**config.mk**
```make
export PLATFORM = sky130hd
export DESIGN_NAME = tdd_frame_sched_flat
export DESIGN_NICKNAME = d
export VERILOG_FILES = /design/src/rtl/tdd_frame_sched_if.sv /design/src/rtl/tdd_frame_sched.sv /design/src/flat_wrapper.sv
export SDC_FILE = /design/constraint.sdc
export NUM_CORES = 1
export LEC_CHECK = 0
export BUFFER_PORTS_ARGS = -buffer_cell sky130_fd_sc_hd__buf_4
export CAP_MARGIN = 10
export CORE_MARGIN = 8
export CORE_UTILIZATION = 35
export DETAILED_ROUTE_END_ITERATION = 12
export HOLD_SLACK_MARGIN = 0.1
export PLACE_DENSITY = 0.57
export REMOVE_ABC_BUFFERS = 1
export SLEW_MARGIN = 20
export SYNTH_ARGS = -nofsm -noshare
export SYNTH_HDL_FRONTEND = slang
export SYNTH_SLANG_ARGS = --single-unit
```
**constraint.sdc**
```tcl
create_clock -name clk -period 16.4 [get_ports clk]
set_input_delay 3.28 -clock clk [delete_from_list [all_inputs] [get_ports clk]]
set_output_delay 3.28 -clock clk [all_outputs]
set_load 0.05 [all_outputs]
```
**src/rtl/tdd_frame_sched_if.sv**
```systemverilog
// Configuration/status bundle between the register space and the TDD frame scheduler.
// The master side drives strobe and configuration; the slave side (scheduler) drives status and RF controls.
interface tdd_frame_sched_if #(
    parameter int CNT_W = 24,
    parameter int ADJ_W = 16
);
    logic                    ce;
    logic                    enable;
    logic [CNT_W-1:0]        frame_len;
    logic [CNT_W-1:0]        tstart;
    logic [CNT_W-1:0]        tend;
    logic [CNT_W-1:0]        rstart;
    logic [CNT_W-1:0]        rend;
    logic signed [ADJ_W-1:0] adj_val;
    logic                    adj_req;
    logic                    adj_pending;
    logic [CNT_W-1:0]        frame_cnt;
    logic [31:0]             frame_num;
    logic                    sync;
    logic                    tx_en;
    logic                    rx_en;
    logic                    tx_rx;
    logic                    pa_en;
    logic                    rf_sw;

    modport master (
        output ce, enable, frame_len, tstart, tend, rstart, rend, adj_val, adj_req,
        input  adj_pending, frame_cnt, frame_num, sync, tx_en, rx_en, tx_rx, pa_en, rf_sw
    );

    modport slave (
        input  ce, enable, frame_len, tstart, tend, rstart, rend, adj_val, adj_req,
        output adj_pending, frame_cnt, frame_num, sync, tx_en, rx_en, tx_rx, pa_en, rf_sw
    );
endinterface

```
**src/rtl/tdd_frame_sched.sv**
```systemverilog
// TDD frame scheduler: counts sample strobes through a programmable frame and opens
// TX/RX windows (registered, aligned with frame_cnt) plus the AD9361 TXNRX/PA/RF switch pins.
module tdd_frame_sched #(
    parameter int CNT_W = 24,
    parameter int ADJ_W = 16
) (
    input  logic              clk,
    input  logic              rst_n,
    tdd_frame_sched_if.slave  bus
);
    typedef enum logic {IDLE, RUN} state_t;

    localparam int LW = CNT_W + 2;
    localparam logic signed [LW-1:0] ONE     = LW'(1);
    localparam logic signed [LW-1:0] LEN_MAX = {2'b01, {CNT_W{1'b0}}};

    state_t                  state_q, state_d;
    logic [CNT_W-1:0]        cnt_q, cnt_d;
    logic [31:0]             num_q, num_d;
    logic                    sync_q, sync_d;
    logic                    tx_q, tx_d;
    logic                    rx_q, rx_d;
    logic                    pend_q, pend_d;
    logic signed [ADJ_W-1:0] adj_q, adj_d;
    logic signed [ADJ_W-1:0] adj_cur_q, adj_cur_d;

    logic signed [LW-1:0]    len_base, len_sum, len_eff;
    logic [LW-1:0]           last_pos;
    logic                    wrap;
    logic                    pos_upd;

    function automatic logic in_win(input logic [CNT_W-1:0] s, input logic [CNT_W-1:0] e,
                                    input logic [CNT_W-1:0] p);
        logic hit;
        hit = 1'b0;
        if (s < e)      hit = (p >= s) && (p < e);
        else if (s > e) hit = (p >= s) || (p < e);
        return hit;
    endfunction

    // Effective frame length: live frame_len plus the adjust owned by the current frame, clamped.
    always_comb begin
        len_base = $signed({2'b00, bus.frame_len});
        if (bus.frame_len == '0) len_base = ONE;
        len_sum = len_base + $signed({{(LW-ADJ_W){adj_cur_q[ADJ_W-1]}}, adj_cur_q});
        if (len_sum < ONE)          len_eff = ONE;
        else if (len_sum > LEN_MAX) len_eff = LEN_MAX;
        else                        len_eff = len_sum;
        last_pos = len_eff - ONE;
    end

    assign wrap = {2'b00, cnt_q} >= last_pos;

    always_comb begin
        // NOTE: every always_comb output gets a default first so no path can infer a latch.
        state_d   = state_q;
        cnt_d     = cnt_q;
        num_d     = num_q;
        sync_d    = 1'b0;
        tx_d      = tx_q;
        rx_d      = rx_q;
        pend_d    = pend_q;
        adj_d     = adj_q;
        adj_cur_d = adj_cur_q;
        pos_upd   = 1'b0;

        if (bus.adj_req && !pend_q) begin
            pend_d = 1'b1;
            adj_d  = bus.adj_val;
        end

        case (state_q)
            IDLE: begin
                if (bus.enable && bus.ce) begin
                    state_d   = RUN;
                    cnt_d     = '0;
                    sync_d    = 1'b1;
                    adj_cur_d = '0;
                    pos_upd   = 1'b1;
                end
            end
            RUN: begin
                if (bus.ce) begin
                    pos_upd = 1'b1;
                    if (wrap) begin
                        cnt_d     = '0;
                        sync_d    = 1'b1;
                        num_d     = num_q + 32'd1;
                        // A pending adjust belongs to exactly the frame starting at this wrap.
                        adj_cur_d = pend_q ? adj_q : '0;
                        if (pend_q) pend_d = 1'b0;
                    end else begin
                        cnt_d = cnt_q + 1'b1;
                    end
                end
            end
            default: state_d = IDLE;
        endcase

        // Windows are decoded from the next position so they line up with the registered frame_cnt.
        if (pos_upd) begin
            tx_d = in_win(bus.tstart, bus.tend, cnt_d);
            rx_d = in_win(bus.rstart, bus.rend, cnt_d) && !tx_d;
        end

        if (!bus.enable) begin
            state_d   = IDLE;
            cnt_d     = '0;
            sync_d    = 1'b0;
            tx_d      = 1'b0;
            rx_d      = 1'b0;
            pend_d    = 1'b0;
            adj_cur_d = '0;
        end
    end

    // NOTE: state uses non-blocking assignments so all registers update from the same pre-edge values.
    always_ff @(posedge clk) begin
        if (!rst_n) begin
            // NOTE: every register, including the latched adjust, is cleared so no stale value survives reset.
            state_q   <= IDLE;
            cnt_q     <= '0;
            num_q     <= '0;
            sync_q    <= 1'b0;
            tx_q      <= 1'b0;
            rx_q      <= 1'b0;
            pend_q    <= 1'b0;
            adj_q     <= '0;
            adj_cur_q <= '0;
        end else begin
            state_q   <= state_d;
            cnt_q     <= cnt_d;
            num_q     <= num_d;
            sync_q    <= sync_d;
            tx_q      <= tx_d;
            rx_q      <= rx_d;
            pend_q    <= pend_d;
            adj_q     <= adj_d;
            adj_cur_q <= adj_cur_d;
        end
    end

    assign bus.adj_pending = pend_q;
    assign bus.frame_cnt   = cnt_q;
    assign bus.frame_num   = num_q;
    assign bus.sync        = sync_q;
    assign bus.tx_en       = tx_q;
    assign bus.rx_en       = rx_q;
    assign bus.tx_rx       = tx_q;
    assign bus.pa_en       = tx_q;
    assign bus.rf_sw       = tx_q;
endmodule

```
**src/flat_wrapper.sv**
```systemverilog
// flat-port wrapper written by rule: the top's interface ports become plain ports
module tdd_frame_sched_flat 
#(
    parameter int CNT_W = 24,
    parameter int ADJ_W = 16
)
  (clk, rst_n, bus_ce, bus_enable, bus_frame_len, bus_tstart, bus_tend, bus_rstart, bus_rend, bus_adj_val, bus_adj_req, bus_adj_pending, bus_frame_cnt, bus_frame_num, bus_sync, bus_tx_en, bus_rx_en, bus_tx_rx, bus_pa_en, bus_rf_sw);
  tdd_frame_sched_if #(.CNT_W(CNT_W), .ADJ_W(ADJ_W)) bus_i ();
  input  logic clk;
  input  logic rst_n;
  input wire logic [$bits(bus_i.ce)-1:0] bus_ce;
  input wire logic [$bits(bus_i.enable)-1:0] bus_enable;
  input wire logic [$bits(bus_i.frame_len)-1:0] bus_frame_len;
  input wire logic [$bits(bus_i.tstart)-1:0] bus_tstart;
  input wire logic [$bits(bus_i.tend)-1:0] bus_tend;
  input wire logic [$bits(bus_i.rstart)-1:0] bus_rstart;
  input wire logic [$bits(bus_i.rend)-1:0] bus_rend;
  input wire logic [$bits(bus_i.adj_val)-1:0] bus_adj_val;
  input wire logic [$bits(bus_i.adj_req)-1:0] bus_adj_req;
  output wire logic [$bits(bus_i.adj_pending)-1:0] bus_adj_pending;
  output wire logic [$bits(bus_i.frame_cnt)-1:0] bus_frame_cnt;
  output wire logic [$bits(bus_i.frame_num)-1:0] bus_frame_num;
  output wire logic [$bits(bus_i.sync)-1:0] bus_sync;
  output wire logic [$bits(bus_i.tx_en)-1:0] bus_tx_en;
  output wire logic [$bits(bus_i.rx_en)-1:0] bus_rx_en;
  output wire logic [$bits(bus_i.tx_rx)-1:0] bus_tx_rx;
  output wire logic [$bits(bus_i.pa_en)-1:0] bus_pa_en;
  output wire logic [$bits(bus_i.rf_sw)-1:0] bus_rf_sw;
  assign bus_i.ce = bus_ce;
  assign bus_i.enable = bus_enable;
  assign bus_i.frame_len = bus_frame_len;
  assign bus_i.tstart = bus_tstart;
  assign bus_i.tend = bus_tend;
  assign bus_i.rstart = bus_rstart;
  assign bus_i.rend = bus_rend;
  assign bus_i.adj_val = bus_adj_val;
  assign bus_i.adj_req = bus_adj_req;
  assign bus_adj_pending = bus_i.adj_pending;
  assign bus_frame_cnt = bus_i.frame_cnt;
  assign bus_frame_num = bus_i.frame_num;
  assign bus_sync = bus_i.sync;
  assign bus_tx_en = bus_i.tx_en;
  assign bus_rx_en = bus_i.rx_en;
  assign bus_tx_rx = bus_i.tx_rx;
  assign bus_pa_en = bus_i.pa_en;
  assign bus_rf_sw = bus_i.rf_sw;
  tdd_frame_sched #(.CNT_W(CNT_W), .ADJ_W(ADJ_W)) u_core (.clk(clk), .rst_n(rst_n), .bus(bus_i));
endmodule
```
==> results of run 1 <==
==> worst max-delay path by stage <==
| stage | startpoint | endpoint | slack, ns | depth (start not counted) |
|---|---|---|---|---|
| CTS | bus_frame_len[7] | u_core.bus.pa_en | 3.03 | 42 |
| global placement | bus_frame_len[7] | u_core.bus.pa_en | 2.98 | 42 |
| global route | bus_frame_len[20] | u_core.bus.pa_en | 2.04 | 42 |
| floorplan | bus_frame_len[8] | u_core.bus.pa_en | 3.80 | 42 |
| finish | bus_frame_len[20] | u_core.bus.pa_en | 2.97 | 42 |
| detailed placement | bus_frame_len[7] | u_core.bus.pa_en | 2.67 | 42 |
==> sequential cells by signal, indices dropped and copies added, names as in the netlist <==
| register | cells |
|---|---|
| u_core.bus.rx_en | 1 |
| u_core.adj_q | 16 |
| u_core.bus.pa_en | 1 |
| u_core.state_q | 1 |
| u_core.bus.frame_num | 32 |
| u_core.bus.frame_cnt | 24 |
| u_core.bus.adj_pending | 1 |
| u_core.adj_cur_q | 16 |
| u_core.bus.sync | 1 |
==> layout by cell type (no fill, tap or decap), types with 4 or more instances in the layout <==
| master | count |
|---|---|
| a211o_1 | 6 |
| o31ai_1 | 5 |
| and3_1 | 18 |
| a41oi_1 | 4 |
| nand3_1 | 49 |
| ha_1 | 194 |
| nor2b_1 | 15 |
| nand3b_1 | 12 |
| or3_4 | 4 |
| nor3_1 | 20 |
| a211oi_1 | 8 |
| o21a_1 | 14 |
| xor2_1 | 13 |
| a221oi_1 | 5 |
| nand2_1 | 136 |
| nand4_1 | 43 |
| buf_4 | 211 |
| and2_1 | 65 |
| a2111oi_0 | 4 |
| nor4_1 | 19 |
| xnor2_1 | 45 |
| a21oi_1 | 98 |
| clkbuf_16 | 9 |
| a21boi_0 | 18 |
| o21ai_1 | 16 |
| inv_1 | 114 |
| or3_1 | 7 |
| nor2_1 | 54 |
| o21ai_0 | 64 |
| dfxtp_1 | 93 |
| a221o_1 | 4 |
| o221ai_1 | 4 |
| a21o_1 | 48 |
| and4_1 | 15 |
| nand2b_1 | 15 |
| a31oi_1 | 54 |
| o211ai_1 | 14 |
==> per-layer routing <==
metal  GRT usage, %  vias to the layer above  share of wire [%]
li1               -                     5509                  -
met1           26.4                     5056                 47
met4           4.83                        0                1.8
met2           29.8                      289                 44
met3           3.99                       40                7.0
met5              0                        -                  0
==> through the flow <==
step	total power, W	hold slack [ns]	util [%]	cells
finish	0.000581	0.458	42.2	1975
global route	0.000612	0.486	42.2	1975
CTS	0.000586	0.456	42.2	1975
detailed placement	0.000368	0.444	41.3	1960
global placement	0.000366	0.446	41.3	1960
floorplan	0.000309	0.437	-	1353
==> area by class of cell <==
class / count / area (sq um)
well taps: 396 / 495
repair buffers: 211 / 1580
inverters: 114 / 428
multi-input cells: 1146 / 8220
fillers: 3194 / 17600
clock buffers: 9 / 225
clock inverters: 6 / 71.3
flip-flops and latches: 93 / 1860
==> where the power goes <==
part           internal, W  switching (W)
combinational    0.0000594      0.0000744
sequential        0.000228     0.00000170
clock             0.000119      0.0000987
==> critical path, delay by kind of cell <==
family                   cells  cell delay (ns)
AND/OR/NAND/NOR             15             4.21
buffers and inverters        2             0.46
AO/OA/AOI/OAI               19             3.84
adder cells (fa/ha/maj)      5             1.61
XOR/XNOR                     1             0.23
==> kinds of logic (layout without fill, tap and decap cells) <==
| group | after synthesis | in the layout | synth area share [%] |
|---|---|---|---|
| mux | 3 | 3 | 0.277 |
| flops | 93 | 93 | 17.2 |
| xor+xnor | 58 | 58 | 4.69 |
| buf+inv | 193 | 340 | 6.99 |
| fa+ha+maj | 195 | 195 | 22.6 |
| compound gates | 403 | 403 | 24.2 |
| simple gates | 487 | 487 | 24.1 |
==> reports/qor.yml, run 1 <==
status: "finished, final reports clean"
post_drt_wl_per_cell_um: 18.3
end_kind: "flip-flop"
first_pass_iters: 5
vias_per_cell: 5.52
die_height_um: 192
critPathArrivalTime_ns: 13.68
syn_area_per_cell_sq_um: 7.56
yosysTopAreaCell: "ha_1"
yosysWarnings: 0
start_util_pct: 35.5
synth_top_area_share_pct: 22.4
critPathKind: "in2reg"
cts_buffers: 9
clk_pin_slew_ns: 0.08
worstHoldStart: "u_core.adj_q[1]"
worst-path-max-fanout: 40
synth.most_common_cell: "ha_1"
rsz0062_at_grt: "no"
grt.overflow.total: 0
max-cap-violations: 0
finalInstanceArea_sq_mm: 0.0129
yosysSeqAreaShare_pct: 17.2
tightest_slew_ns: 0.974
yosys-top-cells-area: "ha_1 22%, dfxtp_1 17%, nand2_1 4.7%, a21oi_1 4.6%, inv_1 4.0%"
cts_root_buffer: "clkbuf_16"
cts_hold_buf: 0
timing.fmax_mhz: 74.5
postCtsSetupRepairBufs: 0
cts_sinks: 93
fin_skew_ns: 0.0141
area_growth_syn_to_layout_pct: 19.0
async_reset_ff_share_pct: 0
clock_latency_ns: 0.36
hold_violations: 0
power_density_mw_per_mm2: 45.1
grt_pass1_vias: 10700
placed_area_sq_mm: 0.0126
core_region_area_sq_mm: 0.0305
portBuffers: 203
ys_ff_latch: 93
ys_types: 72
timing.rr.start: "u_core.adj_cur_q[0]"
drive_gt1_share_pct: 15.5
holdPathStages: 2
peakVddDrop_v: 0.0000374
setup_ws_ns: 2.97
die_w_um: 192
min_period_ns: 13.43
rows: 64
slew_headroom_pct: 33.4
drt-initial-drc-count: 654
gp_congestion: 0.900
drc: 0
cpMostUsedCell: "ha_1"
cts_resized: 0
die_area_sq_mm: 0.0368
dpl.hpwl_mm: 30.2
hold_path_class: "reg2reg"
cp-start-kind: "input port"
cts_tree: "built"
antenna_found_initial: 0
drt_wl_total_mm: 36.1
hold_end: "u_core.adj_cur_q[1]"
ant_nets: 0
n_antenna_cell: 0
regToRegEndpoint: "u_core.bus.pa_en"
critPathRequiredTime_ns: 16.65
synth_area_sq_mm: 0.0108
grt_max_degree: 52
layout.nets: 1911
fin_crit_sh_pct: 81.9
num_vias: 10900
leakagePower_nw: 6.29
finalSetupViolations: 0
reg2reg_depth: 38
grt_pass1_wl_mm: 56.9
synth_top_flop_cell: "dfxtp_1"
synth_edf_count: 0
h-tree-depth: 3
setup_tns_ns: 0
place_ws_ns: 2.67
max_stage_delay_ns: 0.76
synthCells: 1432
synthTopCellsByCount: "194 x ha_1, 136 x nand2_1, 114 x inv_1, 99 x a21oi_1, 93 x dfxtp_1"
clock_path_buffers: 2
final_max_slew_viol_count: 0
grt_use_total_pct: 19.1
pin_count: 204
ff2ff_setup_slack_ns: 5.96
worst_path_max_delay_cell: "and2_1"
(Power assumes the default switching activity.)
==> run 2: changes to the inputs <==
==> constraint.sdc (replaced) <==
create_clock -name clk -period 13.3 [get_ports clk]
set_input_delay 2.66 -clock clk [delete_from_list [all_inputs] [get_ports clk]]
set_output_delay 2.66 -clock clk [all_outputs]
set_load 0.05 [all_outputs]
==> run 2 against run 1 <==
Cell area grew 0.76%. Count of clock-buffer cells in the layout grew 1. First-iteration DRC count shrank 14%. Largest power group unchanged. Via count grew 1.4%. Non-clock buffer count grew 12. Power grew 23%. Flip-flop and latch count is the same. Worst setup slack lost 2.3 ns. Critical endpoint is now u_core.bus.rx_en.
==> reports/qor.yml, run 2 (synthesis gave the netlist of run 1 again) <==
postCtsSetupRepairBufs: 0  # unchanged
clock_latency_ns: 0.36  # about the same
grt.overflow.total: 0  # unchanged
peakVddDrop_v: 0.0000438  # +17%
largest_register_ffs: 32  # unchanged
power_density_mw_per_mm2: 55.0  # +22%
worst-path-max-fanout: 20  # -50%
total_power_w: 0.000714  # +23%
cts_hold_buf: 0  # unchanged
rsz0062_at_grt: "no"
drive_gt1_share_pct: 16.3  # +0.75 points
drt-initial-drc-count: 562  # -14%
clk_pin_slew_ns: 0.07  # about the same
setup_tns_ns: 0  # unchanged
dpl.hpwl_mm: 29.9  # -0.95%
pin_count: 204  # unchanged
drc: 0  # unchanged
grt_use_total_pct: 19.1  # about the same
rows: 64  # unchanged
cts_resized: 0  # unchanged
leakagePower_nw: 6.36  # +1.2%
portBuffers: 203  # unchanged
cts_tree: "built"
place_ws_ns: 0.229  # -2.45 ns
num_vias: 11000  # +1.4%
vias_per_cell: 5.56  # +0.75%
ant_nets: 0  # unchanged
die_area_sq_mm: 0.0368  # unchanged
regToRegEndpoint: "u_core.bus.rx_en"
layout.nets: 1923  # +0.63%
min_period_ns: 12.67
status: "finished, final reports clean"
reg2reg_depth: 37  # -2.6%
tightest_slew_ns: 0.843  # -0.131 ns
timing.fmax_mhz: 78.9
cts_root_buffer: "clkbuf_16"
core_region_area_sq_mm: 0.0305  # unchanged
gp_congestion: 0.915  # +1.8%
fin_skew_ns: 0.0160  # +0.00187 ns
drt_wl_total_mm: 36.3  # +0.56%
layout_commonest_cell: "buf_4"
fin_crit_sh_pct: 95.3
final_cell_mix: "223 x buf_4, 193 x ha_1, 136 x nand2_1"
slew_headroom_pct: 43.7  # +10 points
n_antenna_cell: 0  # unchanged
finalSetupViolations: 0  # unchanged
critPathArrivalTime_ns: 12.94  # -0.74 ns
fillers: 3142  # -1.6%
critPathKind: "in2reg"
worst_path_max_delay_cell: "or3_4"
ff2ff_setup_slack_ns: 2.99  # -2.97 ns
hold_end: "u_core.adj_cur_q[1]"
setup_ws_ns: 0.627  # -2.34 ns
antenna_found_initial: 0  # unchanged
hold_slack_ns: 0.459  # +0.000881 ns
final_max_slew_viol_count: 0  # unchanged
cts_buffers: 9  # unchanged
cp-start-kind: "input port"
max_stage_delay_ns: 0.45  # -0.31 ns
first_pass_iters: 5  # unchanged
start_util_pct: 35.5  # unchanged
h-tree-depth: 3  # unchanged
area_growth_syn_to_layout_pct: 19.9
hold_path_class: "reg2reg"
max-cap-violations: 0  # unchanged
cpMostUsedCell: "ha_1"
post_drt_wl_per_cell_um: 18.3  # -0.10%
hold_violations: 0  # unchanged
critPathRequiredTime_ns: 13.56  # -3.09 ns
grt_pass1_wl_mm: 56.7  # -0.34%
cts_sinks: 93  # unchanged
worstHoldStart: "u_core.adj_q[1]"
end_kind: "flip-flop"
holdPathStages: 2  # unchanged
timing.rr.start: "u_core.adj_cur_q[0]"
clock_path_buffers: 2  # unchanged
grt_pass1_vias: 10700  # +0.084%
die_w_um: 192  # unchanged
die_height_um: 192  # unchanged
grt_max_degree: 52  # unchanged
==> run 2: critical path, delay by kind of cell <==
kind | cells | cell delay [ns]
adder cells (fa/ha/maj) | 5 | 1.68
AO/OA/AOI/OAI | 18 | 4.52
buffers and inverters | 2 | 0.39
AND/OR/NAND/NOR | 16 | 3.67
==> run 2: worst max path at each step <==
stage                           from                to  slack (ns)  cells after the start
floorplan           bus_frame_len[8]  u_core.bus.pa_en        1.32                     42
global route        bus_frame_len[7]  u_core.bus.rx_en        0.09                     42
CTS                 bus_frame_len[7]  u_core.bus.rx_en        0.54                     41
finish              bus_frame_len[7]  u_core.bus.rx_en        0.63                     41
global placement    bus_frame_len[7]  u_core.bus.pa_en        0.39                     42
detailed placement  bus_frame_len[7]  u_core.bus.pa_en        0.23                     41
==> run 2: metrics by stage <==
stage | std cells | instance area [sq um] | utilization [%]
2_1_floorplan | 1353 | 10500 | -
3_3_place_gp | 1972 | 12700 | 41.6
3_5_place_dp | 1972 | 12700 | 41.6
4_1_cts | 1988 | 13000 | 42.5
5_1_grt | 1988 | 13000 | 42.6
6_report | 1988 | 13000 | 42.6
==> run 2: where the power goes <==
group	internal [W]	switching [W]
Combinational	0.0000735	0.0000925
Sequential	0.000282	0.00000197
Clock	0.000138	0.000127
==> run 2: cell type report <==
cell class                      instances  area (sq um)  area share [%]
Multi-Input combinational cell       1146          8230            63.4
Sequential cell                        93          1860            14.3
Timing Repair Buffer                  223          1670            12.9
Tap cell                              396           495            3.82
Inverter                              114           428            3.30
Clock buffer                           10           239            1.84
Clock inverter                          6          60.1           0.463
==> run 2: metal layers <==
metal  vias up  wire length [um]  GRT usage (%)
met1      5152             17000           25.8
met3        37              2480           4.25
li1       5547                 -              -
met4         0               578           4.23
met5         -                 0              0
met2       312             16300           30.5
==> run 3: changes to the inputs <==
--- a/config.mk
+++ b/config.mk
@@ -11,7 +11,8 @@
 export CORE_UTILIZATION = 35
 export DETAILED_ROUTE_END_ITERATION = 12
 export HOLD_SLACK_MARGIN = 0.1
-export PLACE_DENSITY = 0.57
+export PLACE_DENSITY = 0.65
+export RECOVER_POWER = 100
 export REMOVE_ABC_BUFFERS = 1
 export SLEW_MARGIN = 20
 export SYNTH_ARGS = -nofsm -noshare
==> run 3 against run 2 <==
The run now ends with capacitance limit, slew limit left. Sequential power is essentially flat. Worst setup slack gained 0.34 ns. Via count is essentially flat. Non-clock buffer count shrank 6. Count of clock-buffer cells in the layout shrank 1. Flip-flop and latch count is the same. Hold slack lost 0.0096 ns. Wire length shrank 0.67%. Sequential share of layout area grew 0.34 points. Critical endpoint unchanged. Largest power group unchanged.
==> reports/qor.yml, run 3 (synthesis gave the netlist of run 1 again) <==
grt.overflow.total: 0  # unchanged
ant_nets: 0  # unchanged
min_period_ns: 12.34  # -0.337 ns
end_kind: "flip-flop"
power_density_mw_per_mm2: 57.1  # +3.8%
grt_use_total_pct: 19.2  # +0.12 points
layout_commonest_cell: "ha_1"
grt_max_degree: 52  # unchanged
max_stage_delay_ns: 0.57  # +0.12 ns
clock_path_buffers: 2  # unchanged
tightest_slew_ns: 1.94  # +1.09 ns
leakagePower_nw: 6.02  # -5.5%
cp_num_buf_inv: 2  # unchanged
cts_tree: "built"
clk_pin_slew_ns: 0.07  # about the same
area_growth_syn_to_layout_pct: 17.1
cts_buffers: 9  # unchanged
max-cap-violations: 1  # +1
num_vias: 11100  # +0.072%
finalCoreUtilization_pct: 41.6  # -0.98 points
cp_top_family: "compound AO/OA/AOI/OAI gates"
cts_resized: 0  # unchanged
drt-initial-drc-count: 728  # +30%
rsz0062_at_grt: "no"
die_area_sq_mm: 0.0368  # unchanged
post_drt_wl_per_cell_um: 18.2  # -0.37%
peakVddDrop_v: 0.0000543  # +24%
postCtsSetupRepairBufs: 0  # unchanged
core_region_area_sq_mm: 0.0305  # unchanged
fin_skew_ns: 0.0142  # -0.00182 ns
cts_root_buffer: "clkbuf_16"
critPathRequiredTime_ns: 13.56  # about the same
setup_tns_ns: 0  # unchanged
drt_wl_total_mm: 36.1  # -0.67%
drc: 0  # unchanged
finalSetupViolations: 0  # unchanged
worst_path_max_delay_cell: "nor4_1"
worst-path-max-fanout: 27  # +35%
hold_path_class: "reg2reg"
cpMostUsedCell: "a31oi_1"
timing.fmax_mhz: 81.1  # +2.7%
antenna_found_initial: 0  # unchanged
clock_latency_ns: 0.35  # about the same
instances_no_fill: 1982  # -0.30%
critPathKind: "in2reg"
die_height_um: 192  # unchanged
violations: "capacitance limit, slew limit"
largest_register_ffs: 32  # unchanged
status: "finished, violations left"
cts_sinks: 93  # unchanged
h-tree-depth: 3  # unchanged
layout.nets: 1917  # -0.31%
first_pass_iters: 5  # unchanged
critPathArrivalTime_ns: 12.59  # -0.35 ns
gp_congestion: 0.942  # +2.9%
grt_pass1_vias: 11000  # +3.2%
cp-start-kind: "input port"
dpl.hpwl_mm: 30.0  # +0.37%
cts_hold_buf: 0  # unchanged
vias_per_cell: 5.58  # +0.38%
die_w_um: 192  # unchanged
pin_count: 204  # unchanged
slew_headroom_pct: -29.2  # -73 points
portBuffers: 203  # unchanged
place_inst: 1966  # -0.30%
fin_crit_sh_pct: 92.8  # -2.5 points
final_cell_mix: "193 x ha_1, 148 x buf_4, 136 x nand2_1"
fillers: 3168  # +0.83%
rows: 64  # unchanged
drive_gt1_share_pct: 11.5  # -4.8 points
n_antenna_cell: 0  # unchanged
grt_pass1_wl_mm: 57.9  # +2.0%
final_max_slew_viol_count: 52  # +52
hold_violations: 0  # unchanged
start_util_pct: 35.5  # unchanged
run 3: changes by cell type in the layout (fill, tap and decap cells not counted), sizes merged:
cell / previous run / this run
clkinv: 1 / 3
buf: 223 / 148
bufinv: 0 / 1
clkbuf: 10 / 78
inv: 119 / 117
run 3: metal layers:
layer,routed length [um],global-route usage [%],vias up
li1,-,-,5524
met1,16300,24.8,5150
met2,16300,31.2,331
met3,2730,4.87,51
met4,809,5.51,0
met5,0,0,-
run 3: final cells by class:
cell class | instances | area [sq um] | area share, %
well taps | 396 | 495 | 3.91
multi-input cells | 1146 | 8210 | 64.7
flip-flops and latches | 93 | 1860 | 14.7
clock buffers | 9 | 225 | 1.78
clock inverters | 7 | 91.3 | 0.720
repair buffers | 217 | 1370 | 10.8
inverters | 114 | 428 | 3.37
run 3: stage by stage:
step	power [W]	instance area [sq um]	hold WS [ns]	setup slack (ns)
6_report	0.000724	12700	0.449	0.964
3_3_place_gp	0.000450	12600	0.442	0.778
5_1_grt	0.000764	12700	0.488	0.294
2_1_floorplan	0.000381	10500	0.437	1.32
4_1_cts	0.000732	12900	0.455	0.868
3_5_place_dp	0.000454	12600	0.450	0.532
run 3: power by group:
group	internal, W	switching [W]	total, W
logic	0.0000728	0.0000911	0.000164
clock network	0.000151	0.000126	0.000277
registers	0.000282	0.00000200	0.000284
total	0.000505	0.000219	0.000724
run 3: worst reg2reg max path, delay by kind of cell, from the launching register on:
kind | cells | cell delay (ns)
AO/OA/AOI/OAI | 17 | 4.40
AND/OR/NAND/NOR | 13 | 3.19
adder cells (fa/ha/maj) | 5 | 1.60
buffers and inverters | 1 | 0.36
flip-flops | 1 | 0.33
run 3: path summary, 6_finish.rpt:
path / endpoint / slack, ns / start / cells past startpoint
setup / recovery: u_core.bus.rx_en / 0.96 / bus_frame_len[20] / 39
hold / removal: u_core.adj_cur_q[15] / 0.45 / u_core.adj_q[15] / 2
setup reg to reg: u_core.bus.rx_en / 3.32 / u_core.adj_cur_q[0] / 36
hold reg to reg: u_core.adj_cur_q[15] / 0.45 / u_core.adj_q[15] / 2
